File: config.mk
export PLATFORM = sky130hd
export DESIGN_NAME = instr_encoder
export DESIGN_NICKNAME = d
export VERILOG_FILES = /design/src/rtl/instr_encoder.sv
export SDC_FILE = /design/constraint.sdc
export NUM_CORES = 1
export LEC_CHECK = 0
export ABC_CLOCK_PERIOD_IN_PS = 2000
export BUFFER_PORTS_ARGS = -buffer_cell sky130_fd_sc_hd__buf_2
export CELL_PAD_IN_SITES_DETAIL_PLACEMENT = 1
export CELL_PAD_IN_SITES_GLOBAL_PLACEMENT = 2
export CORE_MARGIN = 4
export CORE_UTILIZATION = 30
export CTS_CLUSTER_SIZE = 10
export DETAILED_ROUTE_END_ITERATION = 6
export PLACE_DENSITY = 0.8
export SLEW_MARGIN = 20
export SYNTH_ARGS = -nofsm -noshare
export SYNTH_HDL_FRONTEND = slang
export SYNTH_SLANG_ARGS = --single-unit
export TNS_END_PERCENT = 20
File: constraint.sdc
create_clock -name clk -period 2 [get_ports clk]
set_input_delay 0.4 -clock clk [delete_from_list [all_inputs] [get_ports clk]]
set_output_delay 0.4 -clock clk [all_outputs]
set_load 0.02 [all_outputs]
File: src/rtl/instr_encoder.sv
// Re-encodes a decoded control bundle into a 32-bit MIPS instruction word and writes it to
// instruction memory over a valid/ready port. Optional unmappable-bundle trap: `define ENC_ERR_CHECK_EN.
module instr_encoder #(
    parameter int ADDR_W = 8
) (
    input  logic              clk,
    input  logic              reset_n,
    input  logic              in_valid,
    output logic              in_ready,
    input  logic              RegDst,
    input  logic              Jump,
    input  logic              Branch,
    input  logic              MemRead,
    input  logic              MemWrite,
    input  logic              MemToReg,
    input  logic              ALUSrc,
    input  logic              RegWrite,
    input  logic [2:0]        ALUOp,
    input  logic [4:0]        rs,
    input  logic [4:0]        rt,
    input  logic [4:0]        rd,
    input  logic [4:0]        shamt,
    input  logic [5:0]        funct,
    input  logic [15:0]       imm,
    input  logic [25:0]       target,
    input  logic              addr_load,
    input  logic [ADDR_W-1:0] addr_load_val,
    output logic              im_wr_valid,
    input  logic              im_wr_ready,
    output logic [ADDR_W-1:0] im_addr,
    output logic [31:0]       im_wdata,
    output logic              enc_err,
    output logic [15:0]       wr_count
);

    typedef enum logic [1:0] {IDLE, ENCODE, WRITE} stateT;

    typedef struct packed {
        logic        regDst;
        logic        jump;
        logic        branch;
        logic        memRead;
        logic        memWrite;
        logic        memToReg;
        logic        aluSrc;
        logic        regWrite;
        logic [2:0]  aluOp;
        logic [4:0]  rs;
        logic [4:0]  rt;
        logic [4:0]  rd;
        logic [4:0]  shamt;
        logic [5:0]  funct;
        logic [15:0] imm;
        logic [25:0] target;
    } bundleT;

    localparam logic [5:0] OP_RTYPE = 6'b000000;
    localparam logic [5:0] OP_J     = 6'b000010;
    localparam logic [5:0] OP_BEQ   = 6'b000100;
    localparam logic [5:0] OP_ADDI  = 6'b001000;
    localparam logic [5:0] OP_SLTI  = 6'b001010;
    localparam logic [5:0] OP_ANDI  = 6'b001100;
    localparam logic [5:0] OP_ORI   = 6'b001101;
    localparam logic [5:0] OP_LW    = 6'b100011;
    localparam logic [5:0] OP_SW    = 6'b101011;

    stateT       state;
    stateT       nextState;
    bundleT      inBundle;
    bundleT      cap;
    logic [5:0]  opcode;
    logic [25:0] operand;
    logic [15:0] wrCount;
    logic [5:0]  encOp;
    logic [25:0] encBody;
    logic        iType;
    logic        mappable;

    assign inBundle = '{regDst: RegDst, jump: Jump, branch: Branch, memRead: MemRead,
                        memWrite: MemWrite, memToReg: MemToReg, aluSrc: ALUSrc,
                        regWrite: RegWrite, aluOp: ALUOp, rs: rs, rt: rt, rd: rd,
                        shamt: shamt, funct: funct, imm: imm, target: target};

    assign in_ready    = (state == IDLE) && reset_n;
    assign im_wr_valid = (state == WRITE);
    assign im_wdata    = {opcode, operand};
    assign wr_count    = wrCount;

    // Opcode priority chain; an unmappable bundle leaves opcode and operand at zero.
    always_comb begin
        encOp    = OP_RTYPE;
        encBody  = '0;
        iType    = 1'b0;
        mappable = 1'b1;
        if (cap.jump) begin
            encOp   = OP_J;
            encBody = cap.target;
        end else if (cap.branch && cap.aluOp == 3'b000) begin
            encOp = OP_BEQ;
            iType = 1'b1;
        end else if (cap.aluOp == 3'b111 && cap.regDst && !cap.aluSrc) begin
            encOp   = OP_RTYPE;
            encBody = {cap.rs, cap.rt, cap.rd, cap.shamt, cap.funct};
        end else if (cap.aluSrc && cap.aluOp == 3'b101) begin
            encOp = OP_ADDI;
            iType = 1'b1;
        end else if (cap.aluSrc && cap.aluOp == 3'b100) begin
            encOp = OP_SLTI;
            iType = 1'b1;
        end else if (cap.aluSrc && cap.aluOp == 3'b011) begin
            encOp = OP_ANDI;
            iType = 1'b1;
        end else if (cap.aluSrc && cap.aluOp == 3'b010) begin
            encOp = OP_ORI;
            iType = 1'b1;
        end else if (cap.aluOp == 3'b001 && cap.memWrite) begin
            encOp = OP_SW;
            iType = 1'b1;
        end else if (cap.aluOp == 3'b001 && cap.memRead && cap.memToReg) begin
            encOp = OP_LW;
            iType = 1'b1;
        end else begin
            mappable = 1'b0;
        end
        if (iType) encBody = {cap.rs, cap.rt, cap.imm};
    end

    always_comb begin
        nextState = state;
        case (state)
            IDLE:    if (in_valid) nextState = ENCODE;
`ifdef ENC_ERR_CHECK_EN
            ENCODE:  nextState = mappable ? WRITE : IDLE;
`else
            ENCODE:  nextState = WRITE;
`endif
            WRITE:   if (im_wr_ready) nextState = IDLE;
            default: nextState = IDLE;
        endcase
    end

    // NOTE: state registers use non-blocking assignments so every flop samples pre-edge values.
    always_ff @(posedge clk) begin
        if (!reset_n) begin
            state   <= IDLE;
            cap     <= '0;
            opcode  <= '0;
            operand <= '0;
            im_addr <= '0;
            wrCount <= '0;
        end else begin
            state <= nextState;
            case (state)
                IDLE: begin
                    if (in_valid)  cap     <= inBundle;
                    if (addr_load) im_addr <= addr_load_val;
                end
                ENCODE: begin
                    opcode  <= encOp;
                    operand <= encBody;
                end
                WRITE: begin
                    if (im_wr_ready) begin
                        im_addr <= im_addr + ADDR_W'(1);
                        wrCount <= wrCount + 16'd1;
                    end
                end
                default: ;
            endcase
        end
    end

`ifdef ENC_ERR_CHECK_EN
    logic encErr;

    always_ff @(posedge clk) begin
        if (!reset_n) encErr <= 1'b0;
        else          encErr <= (state == ENCODE) && !mappable;
    end

    assign enc_err = encErr;
`else
    assign enc_err = 1'b0;
`endif

    // RegWrite has no bearing on the encoding; it is captured but otherwise unused.
    logic unusedBits;
    assign unusedBits = ^{cap.regWrite, mappable};

endmodule

==> flow_summary_export.csv <==
group,metric,value,unit
synth,syn_area_per_cell,7.93,um^2
timing,finalSetupViolCount,0,
timing,period_share,0.931,
power_and_ir_drop,total_leakage_power,0.00299,uW
route,drt-initial-drc-count,218,
timing,post_route_setup_tns,0,ns
hold_path,hp-start,"funct[2]",
cts,max-clock-path-buffers,2,
cts,clk_pin_slew,0.06,ns
cts,cts.sinks,135,
critical_path,r2r.worst_path.cells,4,
flow_run,timing.max_cap.violations,0,
synth,yosysWarnings,0,
hold_path,holdPathEnd,"cap[44]",
critical_path,critical_path_required,1.60,ns
synth,number_of_flops_mapped_to_enable_cells_by_yosys,0,
route,routed_wire_length_per_instance,16.9,um
synth,synth_compound_area_frac,0.229,
global_routing,total_overflow_reported_by_the_global_router,0,
route,viasPerCell,5.10,
route,ant_nets,0,
global_routing,grt_util_all_layers,0.173,
place,place.detailed.hpwl,12400,um
synth,cell_area_after_technology_mapping,5760,um^2
critical_path,r2r_end,"wr_count[15]",
floorplanning,core_area,18800,um^2
timing,fmax,537,MHz
timing,period_needed,1.86,ns
critical_path,worst_r2r_startpoint,"wr_count[3]",
synth,synth_cells,726,
floorplanning,dieArea,21500,um^2
synth,ys_ff_latch,135,
floorplanning,die-height,147,um
place,gpl_wtd_cong,0.779,
floorplanning,io_pins,151,
final_layout,layout.core_utilization,0.395,
critical_path,timing.reg2reg.setup_slack,0.27,ns
global_routing,global_route_wire_length_before_repair,30100,um
critical_path,arrival,1.46,ns
global_routing,grt_max_degree,79,
global_routing,grt_pass1_vias,5739,
route,routed-via-count,5625,
synth,synth_xor_area_frac,0.0122,
timing,grt_setup_unrepaired,"false",
synth,post_synth_fa_ha_maj_area_fraction,0.00435,
floorplanning,core.rowCount,50,
global_routing,grt_antenna_before_repair,1,
timing,final.setup_skew,0.00734,ns
route,drt_wl_total,18600,um
hold_path,hold_path.class,"input pin to flip-flop",
hold_path,min_delay_path_depth,3,
place,portBuffers,147,
floorplanning,floorplan.initialDensity,0.307,
synth,synth.area.mux_share,0.00174,
synth,yosys.area_share.simple,0.230,
outcome,status,"finished clean",
final_layout,final_nets,952,
route,dr.pass1.iters,4,
power_and_ir_drop,power-per-cell-area,959,nW/um^2
final_layout,antenna_cells,0,
power_and_ir_drop,maximum_vdd_drop,0.000514,V
final_layout,synthToLayoutAreaGrowth,28.6,%
critical_path,worst_setup_path_end_kind,"primary output",
final_layout,layout-drive-gt1-share,0.247,
synth,yosys_most_used_dff,"dfxtp_1",
critical_path,critical_path_peak_fanout,11,
synth,async_flop_share,0,
synth,synth_cell_types,53,
critical_path,critPathKind,"flip-flop to primary output",
critical_path,setup.worst_path.start_class,"flip-flop",
timing,hold_violations,0,
cts,cts_made_buffers,17,
synth,ys_seq_area_frac,0.469,
cts,ctsRootBufferMaster,"clkbuf_16",
cts,cts_tree,"built",
cts,clkLatencyLatePin,0.41,ns
synth,combinational_family_with_the_most_area_after_synthesis,"simple AND/OR/NAND/NOR gates",
cts,cts_max_level,4,
floorplanning,dieWidth,147,um
route,drc,0,
timing,final_max_slew_viols,0,
## power breakdown
group	total (uW)	switching [uW]	internal [uW]	leakage, uW
combinational	794	495	299	0.00158
clock	3350	1180	2170	0.000302
sequential	2960	113	2850	0.00111
total	7100	1780	5320	0.00299
## kinds of logic (layout without fill, tap and decap cells)
group,count (synthesis),after routing
other,1,2
buffers and inverters,65,207
multiplexers,1,1
AO/OA/AOI/OAI,234,234
XOR/XNOR,8,8
flip-flops,135,135
AND/OR/NAND/NOR,280,280
adder cells (fa/ha/maj),2,2
## cell usage after synthesis, drive strengths merged, types with 8 or more instances
cell | count | area [um^2]
a21oi | 132 | 661
a31oi | 18 | 128
buf | 23 | 148
clkbuf | 36 | 135
dfxtp | 135 | 2700
nand2 | 176 | 668
nand3 | 12 | 77.6
nand3b | 15 | 113
nand4 | 8 | 50.1
nor2 | 20 | 75.1
nor2b | 10 | 62.6
o211ai | 18 | 145
o21ai | 51 | 267
xor2 | 8 | 70.1
## metal layers
metal,up-vias,part of all wire,track usage
met3,19,0.043,0.0413
li1,2783,-,-
met4,2,0.012,0.0508
met5,-,0.00048,0
met1,2702,0.47,0.223
met2,119,0.48,0.289
## per-stage QoR
stage               cell area (um^2)  setup WS [ns]  std cells  hold slack (ns)  total power [uW]
CTS                             7380          0.104       1102            0.204              7190
detailed placement              6760          0.138       1072            0.446              3820
global placement                6760          0.187       1072            0.438              3810
floorplan                       5760          0.168        727            0.432              3480
global route                    7400         0.0475       1103            0.210              7410
finish                          7400          0.138       1103            0.223              7100
## registers in the layout, indices dropped and copies added, names as in the netlist
register / count
cap: 78
operand: 26
wr_count: 16
state: 2
opcode: 5
im_addr: 8
## how the worst max path moves through the flow
stage                     startpoint  cells after the start  slack, ns          end
after floorplan              reset_n                      4       0.17     in_ready
after global placement       cap[70]                      4       0.19  operand[19]
after detailed placement     cap[70]                      4       0.14  operand[25]
after CTS                   state[1]                      3       0.10  im_wr_valid
after global routing        state[1]                      3       0.05  im_wr_valid
final                       state[1]                      3       0.14  im_wr_valid
## area by class of cell
type	count	area, um^2
fill	2289	11400
multi-input combinational	527	2760
sequential	135	2700
timing repair buffer	171	1000
clock buffer	22	474
tap	234	293
clock inverter	8	146
inverter	6	23.8
## repair_timing
item	CTS	global route
buffers inserted	0	1
hold buffers	0	0
endpoints found under the setup margin	1	4
resized for setup	1	0
pin swaps	0	1
## worst max-delay path, stage by stage, from the launching register on
cell and delay, ns:
dfxtp_1 0.50, nand2b_1 0.14, inv_2 0.20, buf_2 0.21
## cell usage in the layout, fill, tap and decap left out, types with 2 or more instances in the layout
master,instances
nand4_1,8
conb_1,2
nand2b_1,3
o211ai_1,16
nor4b_1,3
clkinv_2,3
nand3_1,10
o211ai_2,2
and2_1,3
o21ai_0,49
buf_2,147
or4_1,3
nor3_1,4
inv_1,4
clkbuf_16,17
nor2_1,20
clkbuf_8,3
o21bai_1,2
nor4_1,6
xor2_1,8
bufinv_16,4
a311oi_1,2
a21oi_1,132
buf_12,7
or3_1,5
dfxtp_1,134
and3_1,3
buf_4,17
nor2b_1,9
o31ai_1,5
ha_1,2
nand2_1,174
clkbuf_1,2
a31oi_1,17
nand3b_1,15
Note: power is estimated with default switching activity, not from simulation.
